### config.mk
export PLATFORM = sky130hd
export DESIGN_NAME = operand_stage
export DESIGN_NICKNAME = d
export VERILOG_FILES = /design/src/rtl/cpu_pkg.sv /design/src/rtl/regfile.sv /design/src/rtl/operand_stage.sv
export SDC_FILE = /design/constraint.sdc
export NUM_CORES = 1
export LEC_CHECK = 0
export CORE_ASPECT_RATIO = 1.2
export CORE_MARGIN = 2
export CORE_UTILIZATION = 58
export DETAILED_ROUTE_END_ITERATION = 7
export MAX_ROUTING_LAYER = met4
export PLACE_DENSITY = 0.77
export SLEW_MARGIN = 10
export SYNTH_ARGS = -nofsm -noshare
export SYNTH_HDL_FRONTEND = slang
export SYNTH_SLANG_ARGS = --single-unit
### constraint.sdc
create_clock -name clk -period 3.4 [get_ports clk]
set_clock_uncertainty 0.05 [all_clocks]
set_input_delay 0.68 -clock clk [delete_from_list [all_inputs] [get_ports clk]]
set_output_delay 0.68 -clock clk [all_outputs]
set_load 0.02 [all_outputs]
### src/rtl/cpu_pkg.sv
// Shared encodings and helpers for the operand-fetch stage feeding the 16-bit ALU.
package cpu_pkg;

  localparam int unsigned DATA_W = 16;
  localparam int unsigned NREGS  = 8;
  localparam int unsigned IDX_W  = $clog2(NREGS);
  localparam int unsigned IMM_W  = 5;
  localparam int unsigned SH_W   = 2;
  localparam int unsigned OP_W   = 2;
  localparam int unsigned ST_W   = 2;

  localparam logic [ST_W-1:0] ST_IDLE = 2'd0;
  localparam logic [ST_W-1:0] ST_RD_A = 2'd1;
  localparam logic [ST_W-1:0] ST_RD_B = 2'd2;
  localparam logic [ST_W-1:0] ST_OUT  = 2'd3;

  localparam logic [SH_W-1:0] SH_NONE = 2'b00;
  localparam logic [SH_W-1:0] SH_LSL1 = 2'b01;
  localparam logic [SH_W-1:0] SH_LSR1 = 2'b10;
  localparam logic [SH_W-1:0] SH_ASR1 = 2'b11;

  localparam logic [OP_W-1:0] OP_ADD = 2'b00;
  localparam logic [OP_W-1:0] OP_CMP = 2'b01;
  localparam logic [OP_W-1:0] OP_AND = 2'b10;
  localparam logic [OP_W-1:0] OP_MVN = 2'b11;

  // Request fields captured at acceptance (op is held separately as ALUop).
  typedef struct packed {
    logic [IDX_W-1:0] rn;
    logic [IDX_W-1:0] rm;
    logic [SH_W-1:0]  shift;
    logic [IMM_W-1:0] imm5;
    logic             bsel;
    logic             asel;
  } req_t;

  function automatic logic [DATA_W-1:0] shift_b(input logic [DATA_W-1:0] v,
                                                input logic [SH_W-1:0]   sh);
    logic [DATA_W-1:0] r;
    r = v;
    case (sh)
      SH_LSL1: r = {v[DATA_W-2:0], 1'b0};
      SH_LSR1: r = {1'b0, v[DATA_W-1:1]};
      SH_ASR1: r = {v[DATA_W-1], v[DATA_W-1:1]};
      default: r = v;
    endcase
    return r;
  endfunction

  function automatic logic [DATA_W-1:0] sext_imm(input logic [IMM_W-1:0] imm);
    return {{(DATA_W-IMM_W){imm[IMM_W-1]}}, imm};
  endfunction

endpackage

### src/rtl/regfile.sv
// 8x16 register file: one combinational read port with write-through bypass, one write port.
module regfile
  import cpu_pkg::*;
(
  input  logic              clk,
  input  logic              reset_n,
  input  logic              wr_en,
  input  logic [IDX_W-1:0]  wr_num,
  input  logic [DATA_W-1:0] wr_data,
  input  logic [IDX_W-1:0]  rd_num,
  output logic [DATA_W-1:0] rd_data_c
);

  logic [DATA_W-1:0] mem [NREGS];

  always_ff @(posedge clk or negedge reset_n) begin
    if (!reset_n) begin
      for (int i = 0; i < int'(NREGS); i++) mem[i] <= '0;
    end else if (wr_en) begin
      mem[wr_num] <= wr_data;
    end
  end

  // Same-cycle write to the index being read is forwarded so the latch sees new data.
  always_comb begin
    rd_data_c = mem[rd_num];
    if (wr_en && (wr_num == rd_num)) rd_data_c = wr_data;
  end

endmodule

### src/rtl/operand_stage.sv
// Operand-fetch stage: reads A then B through one regfile port and holds them for the ALU.
module operand_stage
  import cpu_pkg::*;
(
  input  logic              clk,
  input  logic              reset_n,
  input  logic              wr_en,
  input  logic [IDX_W-1:0]  wr_num,
  input  logic [DATA_W-1:0] wr_data,
  input  logic              req_valid,
  output logic              req_ready,
  input  logic [IDX_W-1:0]  rn,
  input  logic [IDX_W-1:0]  rm,
  input  logic [SH_W-1:0]   shift,
  input  logic [IMM_W-1:0]  imm5,
  input  logic              bsel,
  input  logic              asel,
  input  logic [OP_W-1:0]   op,
  output logic              out_valid,
  input  logic              out_ready,
  output logic [DATA_W-1:0] Ain,
  output logic [DATA_W-1:0] Bin,
  output logic [OP_W-1:0]   ALUop
);

  logic [ST_W-1:0]   state;
  logic [ST_W-1:0]   state_next;
  req_t              req_q;
  logic [IDX_W-1:0]  rd_num_c;
  logic [DATA_W-1:0] rd_data_c;

  assign rd_num_c = (state == ST_RD_A) ? req_q.rn : req_q.rm;

  regfile u_regfile (
    .clk       (clk),
    .reset_n   (reset_n),
    .wr_en     (wr_en),
    .wr_num    (wr_num),
    .wr_data   (wr_data),
    .rd_num    (rd_num_c),
    .rd_data_c (rd_data_c)
  );

  // State register; handshake outputs are registered from the next state.
  always_ff @(posedge clk or negedge reset_n) begin
    if (!reset_n) begin
      state     <= ST_IDLE;
      req_ready <= 1'b1;
      out_valid <= 1'b0;
    end else begin
      state     <= state_next;
      req_ready <= (state_next == ST_IDLE);
      out_valid <= (state_next == ST_OUT);
    end
  end

  always_comb begin
    state_next = state;
    case (state)
      ST_IDLE: if (req_valid) state_next = ST_RD_A;
      ST_RD_A: state_next = ST_RD_B;
      ST_RD_B: state_next = ST_OUT;
      ST_OUT:  if (out_ready) state_next = ST_IDLE;
      default: state_next = ST_IDLE;
    endcase
  end

  // Request snapshot and A/B/op latches; Ain/Bin are never touched while in OUT.
  always_ff @(posedge clk or negedge reset_n) begin
    if (!reset_n) begin
      req_q <= '0;
      Ain   <= '0;
      Bin   <= '0;
      ALUop <= OP_ADD;
    end else begin
      case (state)
        ST_IDLE: begin
          if (req_valid) begin
            req_q <= '{rn: rn, rm: rm, shift: shift, imm5: imm5, bsel: bsel, asel: asel};
            ALUop <= op;
          end
        end
        ST_RD_A: Ain <= req_q.asel ? '0 : rd_data_c;
        ST_RD_B: Bin <= req_q.bsel ? sext_imm(req_q.imm5) : shift_b(rd_data_c, req_q.shift);
        default: ;
      endcase
    end
  end

endmodule

==> run metrics <==
most area-consuming cells after synthesis=dfrtp_1, mux2_2, a211oi_1; crit path cell chain=nand2b_2 > a21o_4 > buf_4 > mux2i_1 > a2111oi_1 > buf_4 > mux2i_1 > mux2_2 > o22ai_1; row cnt=50; Tmin final=3.18 ns; register area share after synthesis=0.501; Psw=4420 uW; FF-to-FF path depth=9; WP buf/inv=2; initial antenna violation count=0; Hold Slack=0.227 ns; post-synth net total=876; WP data arrival=3.48 ns; total chip power=10,600 uW; DP HPWL=16,400 microns; RSZ-0062 raised after global routing=no; starting density of the core=0.585; Clock power frac=0.178; share of cells above drive strength 1=0.223; Post-synth top cells=dfrtp_1, mux2_2, a211oi_1; Yosys reg bits=181; Die Ht=141 microns; largest area contributor in the netlist=dfrtp_1; post-DR vias/cell=6.43; Congestion Overflow GR=0; number of global-route vias before repair=7,511; via count=7,221; n_diodes=0; area grow syn2layout=18.6%; Crit Path Max Fanout=23; PortBufs=76; P per Cell Area=990 mW/mm^2; final cell utilization of the core=0.694; Overall Global Routing Usage=0.320; GP Congestion=0.920; CTS tree=built; asr flop ratio synth=1.00; PnR worst setup slack=0.224 ns; Fin. Hold Viols=0; ys flop type=dfrtp_1; Logic pwr share=0.514; max-cap viol count=0; Yosys top cell area share=0.498; full die area=0.0166 sq mm; post-route ant nets=0; count leader, synth=dfrtp_1; Fmax=0.315 GHz; syn avg cell area=10.8 sq um; critical path data required time=3.71 ns; Reg power frac=0.308; Nets=943; P_leak=0.00460 uW; Critical Path Start Type=register; residual DRC count=0; die width=118 microns; Post-Synthesis Cells=835; Sw Share=0.416; Rel. slew slack=0.500; Pint=6200 uW; Post-synth EDFFs=0; worst r2r src=state[1]; Post-Syn Area=0.00904 sq mm; Slowest cell on crit path=dfrtp_1; Final setup violation count=0; slowest stage delay, CP=0.56 ns; largest delay contributor family on the critical path=compound AO/OA/AOI/OAI gates; Post-Route WL=24,800 microns; Yosys Warn Count=0; final cycle utilization of the critical path=0.934; clk sink count=181; pin count of the biggest net entering global routing=80; Core ar.=0.0155 sq mm; Max VDD drop=485 uV; max-slew violations=0; wire per inst=22.1 microns; Skew-Pair Late Insertion Delay=0.44 ns; critical path capture point type=register; Worst Hold Class=input pin to async pin; number of DRC markers in iteration 0=819; total CTS buffers=17; WP depth=9; io pins=77; Synth cell types=62; CTS clk-pin slew, worst paths=0.07 ns; Post-Place Setup Slack=0.0474 ns; wire length of the first global-routing pass=40,000 microns; H-Tree Depth=4; WS Path Type=register to register; slew of the pin with the lowest slew margin=0.747 ns; Setup crit start=state[1]; run status=complete, no violations; drt pass-1 iters=5; clock buffer depth=2; CTS root buffer=clkbuf_16; Setup Buffers After CTS=0
## layout by cell type (no fill, tap or decap), drive strengths merged, types with 3 or more instances in the layout
cell type	instances
a2111oi	12
o21ai	75
a222oi	4
mux2	108
a31o	3
a221oi	3
o21a	3
a21oi	5
clkinv	7
buf	50
a22oi	3
a31oi	7
nor2	22
nand2	75
o32a	3
mux2i	51
a211oi	87
nor2b	5
inv	56
nand2b	5
clkbuf	17
nand3	3
nor3	6
nor3b	3
clkdlybuf4s50	75
or3	5
dfrtp	180
## worst register-to-register path, cell delays in order (launching register included)
cell and delay (ns):
dfrtp_1 0.56, nand2b_2 0.36, a21o_4 0.37, buf_4 0.32, mux2i_1 0.11, a2111oi_1 0.56, buf_4 0.21, mux2i_1 0.11
mux2_2 0.31, o22ai_1 0.13
## timing repair
item,CTS,global route
resized for setup,0,2
hold buffers,0,0
endpoints found under the setup margin,0,2
## power by group through the flow
stage,Combinational [uW],Clock (uW),Sequential [uW]
4_1_cts,5380,1920,3260
3_3_place_gp,5240,0,3250
2_1_floorplan,3220,0,3320
3_5_place_dp,5330,0,3290
6_report,5450,1890,3270
5_1_grt,5860,2010,3340
## flip-flops by register name, summed over array words and instances, names as in the netlist
register	flops
ALUop	2
Ain	16
out_valid	1
state	2
req_q	15
req_ready	1
Bin	16
u_regfile.mem	128
## stage by stage
step                cell area (sq um)  TNS, ns  std cells
floorplan                        9040        0        835
CTS                             10700        0       1123
finish                          10700        0       1123
global placement                10100  -0.0287       1091
global route                    10700        0       1123
detailed placement              10100        0       1091
## kinds of logic (layout without fill, tap and decap cells)
kind of cell / Yosys count / count (layout) / share of synthesized area
multiplexers: 159 / 159 / 0.191
flip-flops: 181 / 181 / 0.501
AND/OR/NAND/NOR: 141 / 141 / 0.0722
AO/OA/AOI/OAI: 226 / 226 / 0.174
XOR/XNOR: 2 / 2 / 0.00194
buffers and inverters: 126 / 206 / 0.0603
## layer usage
| layer | track usage | vias to the layer above | share of wire |
|---|---|---|---|
| li1 | - | 3172 | - |
| met1 | 0.381 | 3639 | 0.40 |
| met2 | 0.534 | 331 | 0.50 |
| met3 | 0.0676 | 79 | 0.067 |
| met4 | 0.134 | 0 | 0.032 |
| met5 | - | - | 0 |
## path summary, 6_finish.rpt
kind	to	slack, ns
min	out_valid	0.23
max in group asynchronous	u_regfile.mem[73]	2.27
min in group clk	Ain[10]	0.43
min reg2reg	Ain[10]	0.43
max reg2reg	Bin[9]	0.22
max	Bin[9]	0.22
## layout make-up
class / count / area [sq um]
clock inverters: 15 / 141
inverters: 49 / 184
multi-input cells: 528 / 4000
fillers: 1149 / 4730
repair buffers: 125 / 1180
clock buffers: 17 / 425
well taps: 208 / 260
flip-flops and latches: 181 / 4530
No activity file was read; power rests on OpenSTA's default activity.
